<file path="config.mk">
export PLATFORM = sky130hd
export DESIGN_NAME = mod12_counter_monitor
export DESIGN_NICKNAME = d
export VERILOG_FILES = /design/src/rtl/mod12_mon_pkg.sv /design/src/rtl/mod12_sat_counter.sv /design/src/rtl/mod12_counter_monitor.sv
export SDC_FILE = /design/constraint.sdc
export NUM_CORES = 1
export LEC_CHECK = 0
export CAP_MARGIN = 40
export CORE_MARGIN = 5
export CORE_UTILIZATION = 48
export CTS_CLUSTER_DIAMETER = 40
export DETAILED_ROUTE_END_ITERATION = 16
export GPL_ROUTABILITY_DRIVEN = 0
export PLACE_DENSITY = 0.79
export SETUP_SLACK_MARGIN = 0.05
export SLEW_MARGIN = 20
export SYNTH_ARGS = -nofsm -noshare
export SYNTH_HDL_FRONTEND = slang
export SYNTH_HIERARCHICAL = 1
export SYNTH_SLANG_ARGS = --single-unit
</file>
<file path="constraint.sdc">
create_clock -name clk -period 2.5 [get_ports clk]
set_input_delay 0.25 -clock clk [delete_from_list [all_inputs] [get_ports clk]]
set_output_delay 0.25 -clock clk [all_outputs]
set_load 0.05 [all_outputs]
</file>
<file path="src/rtl/mod12_mon_pkg.sv">
// ---------------------------------------------------------------------------
// mod12_mon_pkg
// Shared definitions for the mod-12 counter protocol monitor.
//   CNT_W        width of the observed counter value
//   MOD_MAX      largest legal counter value (11)
//   mon_state_e  monitor FSM encoding, also driven out on state_o
//   next_count() reference model of one counter step
// ---------------------------------------------------------------------------
package mod12_mon_pkg;

    localparam int CNT_W = 4;
    localparam logic [CNT_W-1:0] MOD_MAX = 4'd11;

    typedef enum logic [1:0] {
        SYNC  = 2'd0,
        TRACK = 2'd1,
        FAIL  = 2'd2
    } mon_state_e;

    // One step of the counter: load wins over mode, both directions wrap
    // inside 0..MOD_MAX.
    function automatic logic [CNT_W-1:0] next_count(
        input logic             load,
        input logic             mode,
        input logic [CNT_W-1:0] datain,
        input logic [CNT_W-1:0] cur
    );
        logic [CNT_W-1:0] res;
        res = '0;
        if (load) begin
            res = datain;
        end else if (mode) begin
            res = (cur == MOD_MAX) ? '0 : cur + 4'd1;
        end else begin
            res = (cur == '0) ? MOD_MAX : cur - 4'd1;
        end
        return res;
    endfunction

endpackage

</file>
<file path="src/rtl/mod12_sat_counter.sv">
// ---------------------------------------------------------------------------
// mod12_sat_counter
// Event counter that sticks at all-ones instead of wrapping.
// Ports:
//   clk      system clock, rising edge
//   rst_n    asynchronous active-low reset, clears the count
//   inc_i    count one event this cycle
//   count_o  current count (ERR_W bits)
// ---------------------------------------------------------------------------
module mod12_sat_counter #(
    parameter int ERR_W = 8
) (
    input  logic             clk,
    input  logic             rst_n,
    input  logic             inc_i,
    output logic [ERR_W-1:0] count_o
);

    logic [ERR_W-1:0] count_q;
    logic [ERR_W-1:0] count_d;

    always_comb begin
        count_d = count_q;
        if (inc_i && (count_q != '1)) begin
            count_d = count_q + ERR_W'(1);
        end
    end

    always_ff @(posedge clk or negedge rst_n) begin
        if (!rst_n) begin
            count_q <= '0;
        end else begin
            count_q <= count_d;
        end
    end

    assign count_o = count_q;

endmodule

</file>
<file path="src/rtl/mod12_counter_monitor.sv">
// ---------------------------------------------------------------------------
// mod12_counter_monitor
// Passive scoreboard for the mod-12 up/down counter. Every edge it samples
// the counter's controls and its current output, predicts the value the
// counter must show one edge later, and on that later edge compares.
// The prediction is always rebuilt from the observed dataout, so one bad
// step from the counter costs exactly one err_pulse.
//
// Ports:
//   clk          system clock, rising edge
//   rst          asynchronous active-low reset
//   datain       counter load value seen on the interface
//   load         counter load strobe
//   mode         counter direction (1 = up, 0 = down)
//   dataout      counter output under observation
//   expected     predicted dataout for the current cycle
//   err_pulse    one-cycle flag: mismatch or out-of-range value
//   err_count    saturating count of err_pulse events
//   match_count  saturating count of checked-and-matched cycles
//   state_o      current FSM state (mon_state_e)
// Optional (macro MOD12_MON_WRAP_COV_EN):
//   up_wrap_cnt    matched 11->0 up transitions seen in TRACK
//   down_wrap_cnt  matched 0->11 down transitions seen in TRACK
//
// There is no handshake on this block: every input is sampled on every
// rising clk edge and every output is a register valid for the full cycle.
// ---------------------------------------------------------------------------
module mod12_counter_monitor
    import mod12_mon_pkg::*;
#(
    parameter int ERR_W       = 8,
    parameter bit STOP_ON_ERR = 1'b0
) (
    input  logic             clk,
    input  logic             rst,
    input  logic [3:0]       datain,
    input  logic             load,
    input  logic             mode,
    input  logic [3:0]       dataout,
    output logic [3:0]       expected,
    output logic             err_pulse,
    output logic [ERR_W-1:0] err_count,
    output logic [ERR_W-1:0] match_count,
`ifdef MOD12_MON_WRAP_COV_EN
    output logic [ERR_W-1:0] up_wrap_cnt,
    output logic [ERR_W-1:0] down_wrap_cnt,
`endif
    output logic [1:0]       state_o
);

    mon_state_e       state_q;
    logic [3:0]       expected_q;
    logic [3:0]       expected_d;
    logic             err_pulse_q;

    logic             dout_legal;
    logic             illegal_load;
    logic             mismatch;
    logic             matched;

    always_comb begin
        dout_legal   = (dataout <= MOD_MAX);
        // A load above MOD_MAX leaves the counter's next value undefined,
        // so the cycle after it must not be compared.
        illegal_load = load && (datain > MOD_MAX);
        // An out-of-range value is an error whatever was predicted.
        mismatch     = (state_q == TRACK) && (!dout_legal || (dataout != expected_q));
        matched      = (state_q == TRACK) && !mismatch;
        expected_d   = next_count(load, mode, datain, dataout);
    end

    always_ff @(posedge clk or negedge rst) begin
        if (!rst) begin
            state_q     <= SYNC;
            expected_q  <= '0;
            err_pulse_q <= 1'b0;
        end else begin
            err_pulse_q <= mismatch;
            // FAIL freezes the prediction along with everything else.
            if (state_q != FAIL) begin
                expected_q <= expected_d;
            end
            case (state_q)
                SYNC: begin
                    if (dout_legal && !illegal_load) begin
                        state_q <= TRACK;
                    end
                end
                TRACK: begin
                    if (mismatch && STOP_ON_ERR) begin
                        state_q <= FAIL;
                    end else if (!dout_legal || illegal_load) begin
                        // Cannot step the model from an illegal value.
                        state_q <= SYNC;
                    end
                end
                FAIL: begin
                    state_q <= FAIL;
                end
                default: begin
                    state_q <= SYNC;
                end
            endcase
        end
    end

    mod12_sat_counter #(.ERR_W(ERR_W)) u_err_cnt (
        .clk     (clk),
        .rst_n   (rst),
        .inc_i   (mismatch),
        .count_o (err_count)
    );

    mod12_sat_counter #(.ERR_W(ERR_W)) u_match_cnt (
        .clk     (clk),
        .rst_n   (rst),
        .inc_i   (matched),
        .count_o (match_count)
    );

`ifdef MOD12_MON_WRAP_COV_EN
    // Armed when the sampled step is a plain count sitting on the wrap
    // point; the wrap is credited only if the next compare matches.
    logic up_arm_q;
    logic dn_arm_q;

    always_ff @(posedge clk or negedge rst) begin
        if (!rst) begin
            up_arm_q <= 1'b0;
            dn_arm_q <= 1'b0;
        end else begin
            up_arm_q <= !load && mode && (dataout == MOD_MAX);
            dn_arm_q <= !load && !mode && (dataout == '0);
        end
    end

    mod12_sat_counter #(.ERR_W(ERR_W)) u_up_wrap_cnt (
        .clk     (clk),
        .rst_n   (rst),
        .inc_i   (matched && up_arm_q),
        .count_o (up_wrap_cnt)
    );

    mod12_sat_counter #(.ERR_W(ERR_W)) u_down_wrap_cnt (
        .clk     (clk),
        .rst_n   (rst),
        .inc_i   (matched && dn_arm_q),
        .count_o (down_wrap_cnt)
    );
`endif

    assign expected  = expected_q;
    assign err_pulse = err_pulse_q;
    assign state_o   = state_q;

endmodule

</file>
Word-level counts from Yosys, hierarchy flattened
Index checks and enable logic that the tools add are counted.
{ "word_totals": {"reg_bits": 23, "inputBits": 12, "out_inout_bits": 23, "wordCells": 41} }
{ "classes": {"n_addsub": 4, "order_cmp": 2, "n_eq_ne": 9, "muxes": 7, "n_reduce_logical": 14} }
{ "ops": {"columns": ["operator", "count"], "rows": [
  ["$add A8 B1 Y8 const B", 2],
  ["$mux W4", 4],
  ["$ne A8 B8 Y1 const B", 2],
  ["$logic_and A1 B1 Y1", 6],
  ["$pmux W2 S3", 1],
  ["$add A4 B1 Y4 const B", 1],
  ["$eq A4 B4 Y1 const B", 1],
  ["$gt A4 B4 Y1 const B", 1],
  ["$le A4 B4 Y1 const B", 1],
  ["$logic_not A4 Y1", 1],
  ["$mux W2", 2],
  ["$ne A2 B2 Y1 const B", 2],
  ["$ne A4 B4 Y1", 1],
  ["$sub A4 B1 Y4 const B", 1],
  ["$logic_not A1 Y1", 3],
  ["$eq A2 B1 Y1 const B", 1],
  ["$eq A2 B2 Y1 const B", 1],
  ["$logic_not A2 Y1", 1],
  ["$logic_or A1 B1 Y1", 2],
  ["$ne A2 B1 Y1 const B", 1],
  ["$reduce_and A2 Y1", 1]
]} }

Logic depth before layout (Yosys ltp)
Gate-level depths: netlist (run 1).
{ "logic_depth": {"word_depth": 7, "ltp_mapped": 8, "depth_no_buf": 7} }

Cells and area by module
The synthesis (run 1) kept the hierarchy.
{ "modules_own_cells": {"columns": ["mod", "instances", "cells_each", "area_each_um2", "seq_area_each_um2"], "rows": [
  ["mod12_sat_counter", 2, 34, 407.9, 200.2],
  ["mod12_counter_monitor", 1, 60, 524.3, 175.2]
]} }

Least setup slack after synthesis (run 1)
No wires, ideal clock.
{ "synth_timing": {"path_type": "reg-to-reg", "from": "reg expected_q[3], in the netlist expected[3]", "to": "reg u_err_cnt.count_q[5], in the netlist u_err_cnt/count_o[5]", "setup_ps": 125, "t_arrival_ps": 2179, "t_required_ps": 2375, "setup_slack_ps": 196, "stages_incl_launch_ff": 8, "n_path_buf": 0, "synth_period_minus_slack_ps": 2304, "path_cell_list": "dfrtp_1 > nand2b_1 > a2bb2oi_1 > a2111oi_2 > nor3b_1 > and4_4 > nand3_2 > mux2_4"} }
{ "synth_between": {"elab_chain_len": 4} }
{ "synth_lines": {"columns": ["item", "line_no", "text"], "rows": [
  ["start: declaration", "mod12_counter_monitor.sv:52", "logic [3:0] expected_q;"],
  ["start signal: assignment", "mod12_counter_monitor.sv:81", "expected_q <= expected_d;"],
  ["$ne A4 B4 Y1", "mod12_counter_monitor.sv:67", "mismatch = (state_q == TRACK) && (!dout_legal || (dataout != expected_q));"],
  ["$logic_or A1 B1 Y1", "mod12_counter_monitor.sv:67", null],
  ["$logic_and A1 B1 Y1", "mod12_counter_monitor.sv:67", null],
  ["named net mismatch", "mod12_counter_monitor.sv:58", "logic mismatch;"],
  ["$logic_and A1 B1 Y1", "mod12_sat_counter.sv:24", "if (inc_i && (count_q != '1)) begin"],
  ["end signal: assignment", "mod12_sat_counter.sv:33", "count_q <= count_d;"],
  ["end: declaration", "mod12_sat_counter.sv:19", "logic [ERR_W-1:0] count_q;"]
]} }
The timed path passes the listed nets, and every way through them passes these cells.
A chain may end at the register's enable or synchronous reset.

Worst setup path in the final report (run 1)
{ "layout_timing": {"from": "reg expected_q[1], in the netlist expected[1]", "to": "reg u_match_cnt.count_q[5], in the netlist u_match_cnt/count_o[5]"} }
{ "layout_between": {"elab_chain_len": 6} }
{ "layout_lines": {"columns": ["item", "line_no", "text"], "rows": [
  ["$ne A4 B4 Y1", "mod12_counter_monitor.sv:67", null],
  ["$logic_or A1 B1 Y1", "mod12_counter_monitor.sv:67", null],
  ["$logic_and A1 B1 Y1", "mod12_counter_monitor.sv:67", null],
  ["$logic_not A1 Y1", "mod12_counter_monitor.sv:68", "matched = (state_q == TRACK) && !mismatch;"],
  ["$logic_and A1 B1 Y1", "mod12_counter_monitor.sv:68", null],
  ["named net matched", "mod12_counter_monitor.sv:59", "logic matched;"],
  ["$logic_and A1 B1 Y1", "mod12_sat_counter.sv:24", null],
  ["end signal: assignment", "mod12_sat_counter.sv:33", null],
  ["end: declaration", "mod12_sat_counter.sv:19", null]
]} }
The timed path passes the listed nets, and every way through them passes these cells.

==> results of run 1 <==
## area by class of cell
| type | count | area, um2 | area share (%) |
|---|---|---|---|
| clock inverters | 1 | 5.00 | 0.283 |
| well taps | 31 | 38.8 | 2.19 |
| clock buffers | 3 | 22.5 | 1.27 |
| flip-flops and latches | 23 | 576 | 32.5 |
| inverters | 7 | 26.3 | 1.49 |
| multi-input cells | 95 | 716 | 40.5 |
| repair buffers | 40 | 385 | 21.8 |
## sequential cells by signal, indices dropped and copies added, names as in the netlist
signal and count:
u_err_cnt/count_o 8, u_match_cnt/count_o 8, expected 4, state_o 2, err_pulse 1
## per-layer routing
metal / up-vias / share of wire (%)
met5: - / 0
met2: 27 / 49
met3: 2 / 5.4
met1: 556 / 45
li1: 567 / -
met4: 0 / 0.33
## power groups by stage
stage               Clock [mW]  Sequential [mW]  Combinational [mW]
CTS                      0.183            0.597               0.813
global placement             0            0.598               0.794
global route             0.203            0.617               0.859
detailed placement           0            0.606               0.810
finish                   0.173            0.596               0.804
floorplan                    0            0.904               0.221
## through the flow
step	hold slack [ns]	cell area (um2)
CTS	0.278	1770
finish	0.276	1770
global placement	0.512	1740
detailed placement	0.518	1740
global route	0.283	1770
floorplan	-0.0456	1340
## cell usage in the layout (no fill, tap or decap), types with 3 or more instances in the layout
cell             Yosys  layout
o21a_1               3       3
nand3_1              6       6
nand2b_1             3       3
clkdlybuf4s50_1      0      34
nand2_1              5       5
a41oi_1              4       4
dfrtp_1             23      23
inv_1                5       5
nor2_1               8       8
buf_4                1       6
xor2_1               5       5
ha_1                 4       4
clkbuf_4             0       3
a21oi_1              9       9
a31oi_1              5       5
## worst max-delay path: stages, from the launching register on
cell and delay (ns):
dfrtp_1 0.44, xor2_1 0.16, a2111oi_2 0.38, and3b_1 0.32
and4_4 0.29, nand3_2 0.09, mux2_4 0.30
## kinds of logic after synthesis
group,share of synthesized area (%)
xor gates and xnor gates,4.58
muxes,4.76
and+or+nand+nor,17.7
DFF,43.0
AOI/OAI and AO/OA,22.6
adders and majority gates,3.73
buffers and inverters,3.64
## how the worst max path moves through the flow
stage / from / end / slack, ns
global placement: dataout[1] / u_match_cnt/count_o[5] / 0.17
global route: expected[1] / u_match_cnt/count_o[5] / 0.28
CTS: expected[1] / u_match_cnt/count_o[5] / 0.41
finish: expected[1] / u_match_cnt/count_o[5] / 0.42
detailed placement: dataout[1] / u_match_cnt/count_o[5] / 0.13
floorplan: expected[3] / u_err_cnt/count_o[5] / 0.20
==> impl_metrics.json, run 1 <==
{
  "ys_seq_area_share_pct": 43.0,
  "first_pass_iters": 4,
  "dieArea_um2": 3950,
  "synth_common_cells": "23 x dfrtp_1, 9 x a21oi_1, 8 x nor2_1, 6 x nand3_1",
  "slew-limit-headroom_pct": 65.6,
  "grt_max_degree": 24,
  "avgSynthCellArea_um2": 10.5,
  "clk_pin_slew_ns": 0.13,
  "p_per_area_nw_per_um2": 889,
  "fin_nets": 186,
  "h-tree-depth": 1,
  "io_buffer_count": 34,
  "hold_class": "in -> async",
  "tightest_slew_ns": 0.515,
  "cp-start-kind": "flop",
  "critPathKind": "reg -> reg",
  "switchingPower_mw": 0.749,
  "async_reset_ff_share_pct": 100,
  "ff2ff_path_depth": 6,
  "utilization_pct": 65.3,
  "swShare_pct": 47.6,
  "drtIter0Drc": 85,
  "start_util_pct": 49.4,
  "layout-drive-gt1-share_pct": 16.0,
  "period_minus_slack_ns": 2.08,
  "hpwl_mm": 2.30,
  "synth.lib_cells_used.distinct": 44,
  "grt_use_met2_pct": 26.7,
  "rows": 19,
  "die_height_um": 62.8,
  "drv_cap": 0,
  "synth-main-ff-cell": "dfrtp_1",
  "yosysTopAreaCellShare_pct": 43.0,
  "core_area_um2": 2710,
  "fin_ws_ns": 0.418,
  "postCtsHoldBufs": 0,
  "synth-seq-cells": 23,
  "pre_cts_slack_ns": 0.128,
  "reg2reg_from": "expected[1]",
  "num_antenna_cells": 0,
  "clock_latency_ns": 0.31,
  "use_met1_pct": 19.2,
  "synth_top_area_cell": "dfrtp_1",
  "r2r_slack_ns": 0.42,
  "ant_nets": 0,
  "cts_buffers": 3,
  "grt_util_all_layers_pct": 15.6,
  "pwr-share-clk_pct": 11.0,
  "clock-root-buffer": "clkbuf_4",
  "fin_cells": 200,
  "num_vias": 1152,
  "area_growth_pct": 32.0,
  "wl_per_cell_um": 15.0,
  "routed_via_density": 5.76,
  "post-cts-setup-buffer-count": 0,
  "num_io_pins": 35,
  "ys_top_cells_by_area": "dfrtp_1 43%, ha_1 3.7%, a21oi_1 3.4%",
  "timing.fmax_mhz": 480,
  "crit_path_max_fanout": 5,
  "fin_crit_sh_pct": 83.3,
  "use_met3_pct": 3.78,
  "tritoncts": "done",
  "drc": 0,
  "dp.cells": 196,
  "synth_edf_count": 0,
  "yosys_warnings": 6,
  "fin_tns_setup_ns": 0,
  "comb_power_share_pct": 51.1,
  "grt_first_pass_wirelength_mm": 5.07,
  "seqPwrFrac_pct": 37.9,
  "overflow": 0,
  "timing.final.max_slew_violations": 0,
  "syn_nets": 144,
  "crit_path_end_kind": "flop",
  "cts.sink_count": 23,
  "power.internal_mw": 0.825,
  "grt_pass1_vias": 1103,
  "power.total_mw": 1.57,
  "p_leak_nw": 0.739,
  "yosysMostFrequentCell": "dfrtp_1",
  "netlist_area_um2": 1340,
  "rsz0062_at_grt": "false",
  "grt_antenna_before_repair": 0,
  "clockBufferDepth": 2,
  "drt_wl_total_mm": 3.00,
  "die_w_um": 62.8,
  "setup_viol_count_final": 0,
  "status": "finished clean",
  "grt-busiest-layer": "met2",
  "cp.arrival_ns": 2.29,
  "syn_inst": 128,
  "final_hold_viol_count": 0,
  "skew_ns": 0.00370,
  "cts_resized": 0,
  "n_fill_cell": 230,
  "reg2reg_to": "u_match_cnt/count_o[5]",
  "vdd_drop_max_mv": 0.824,
  "worstPathRequired_ns": 2.71
}
Note: power is estimated with default switching activity, not from simulation.
==> run 2: changes to the inputs <==
Clock period 2.5 ns to 2.1 ns, I/O delays scaled along.
==> impl_metrics.json, run 2 (same netlist as run 1, synthesis figures left out) <==
{
  "power.total_mw": 1.91,
  "overflow": 0,
  "crit_path_max_fanout": 3,
  "hpwl_mm": 2.37,
  "final_cell_mix": "34 x clkdlybuf4s50_1, 19 x dfrtp_1, 16 x buf_4",
  "power.internal_mw": 1.01,
  "timing.final.max_slew_violations": 0,
  "ant_nets": 0,
  "drv_cap": 0,
  "cp-start-kind": "input port",
  "num_antenna_cells": 0,
  "grt_pass1_vias": 1143,
  "rsz0062_at_grt": "false",
  "drtIter0Drc": 57,
  "holdWs_ns": 0.234,
  "grt_max_degree": 24,
  "period_minus_slack_ns": 2.02,
  "status": "finished clean",
  "final_hold_viol_count": 0,
  "wl_per_cell_um": 15.0,
  "grt_util_all_layers_pct": 15.9,
  "critPathKind": "in -> reg",
  "grt_antenna_before_repair": 0,
  "routed_via_density": 5.73,
  "first_pass_iters": 5,
  "switchingPower_mw": 0.903,
  "swShare_pct": 47.3,
  "cts.sink_count": 23,
  "place_area_um2": 1790,
  "comb_power_share_pct": 52.0,
  "vdd_drop_max_mv": 1.05,
  "clk_pin_slew_ns": 0.12,
  "fin_nets": 196,
  "timing.fmax_mhz": 495,
  "h-tree-depth": 1,
  "utilization_pct": 70.0,
  "num_vias": 1203,
  "tightest_slew_ns": 0.516,
  "cp.arrival_ns": 2.22,
  "layout_commonest_cell": "clkdlybuf4s50_1",
  "p_per_area_nw_per_um2": 1010,
  "io_buffer_count": 34,
  "drc": 0,
  "num_io_pins": 35,
  "clock-root-buffer": "clkbuf_4",
  "final_cell_area_um2": 1900,
  "rows": 19,
  "die_height_um": 62.8,
  "worstPathRequired_ns": 2.30,
  "layout-drive-gt1-share_pct": 26.3,
  "clock_latency_ns": 0.30,
  "grt_first_pass_wirelength_mm": 5.29,
  "p_leak_nw": 0.796,
  "pwr-share-clk_pct": 10.6,
  "crit_path_end_kind": "flop",
  "setup_viol_count_final": 0,
  "drt_wl_total_mm": 3.15,
  "seqPwrFrac_pct": 37.5,
  "dieArea_um2": 3950,
  "slew-limit-headroom_pct": 65.5,
  "fin_crit_sh_pct": 96.1,
  "cts_buffers": 3,
  "skew_ns": 0.00149,
  "core_area_um2": 2710,
  "tritoncts": "done",
  "ff2ff_path_depth": 6,
  "die_w_um": 62.8,
  "hold_class": "in -> async",
  "area_growth_pct": 41.6,
  "clockBufferDepth": 2,
  "start_util_pct": 49.4
}
==> run 2: path summary, 6_finish.rpt <==
check | from | end | slack [ns]
hold reg to reg | u_err_cnt/count_o[0] | u_err_cnt/count_o[0] | 0.54
setup / recovery | dataout[2] | u_match_cnt/count_o[5] | 0.08
hold / removal | rst | u_match_cnt/count_o[0] | 0.23
max in group asynchronous | rst | expected[1] | 1.63
min in group clk | u_err_cnt/count_o[0] | u_err_cnt/count_o[0] | 0.54
setup reg to reg | expected[3] | u_match_cnt/count_o[5] | 0.09
==> run 2: power by group through the flow <==
stage	logic (mW)	clock network, mW	registers (mW)
2_1_floorplan	0.264	0	1.08
3_3_place_gp	0.949	0	0.715
3_5_place_dp	0.961	0	0.724
4_1_cts	0.967	0.204	0.715
5_1_grt	1.06	0.219	0.745
6_report	0.992	0.201	0.715
==> run 2: routing by layer <==
| metal | track usage (%) | share of wire (%) | vias to the layer above |
|---|---|---|---|
| met5 | 0 | 0 | - |
| met2 | 25.9 | 47 | 39 |
| li1 | - | - | 588 |
| met4 | 2.39 | 0.44 | 0 |
| met1 | 21.5 | 46 | 574 |
| met3 | 4.50 | 6.4 | 2 |
==> run 2: through the flow <==
step                TNS, ns  worst slack [ns]  cells
floorplan           -0.0367           -0.0367    128
global placement     -0.324            -0.127    201
detailed placement   -0.764            -0.180    201
CTS                       0            0.0525    205
global route              0           0.00662    210
finish                    0            0.0813    210
==> run 2: what timing repair did <==
| action | CTS | global route |
|---|---|---|
| setup buffers | 0 | 5 |
| hold buffers | 0 | 0 |
| gates resized for setup | 0 | 6 |
| endpoints found under the setup margin | 0 | 5 |
==> run 2: critical path, cell delays in order <==
cell             delay, ns
clkdlybuf4s50_1       0.54
nand2_2               0.09
a2bb2oi_4             0.15
a2111oi_4             0.35
and3b_2               0.26
and4_4                0.23
nand3_2               0.08
mux2_4                0.30
==> run 2: final cells by class <==
class / count / area, um2
inverters: 7 / 26.3
well taps: 31 / 38.8
fillers: 221 / 812
multi-input cells: 95 / 764
clock inverters: 1 / 5.00
flip-flops and latches: 23 / 581
clock buffers: 3 / 22.5
repair buffers: 50 / 460
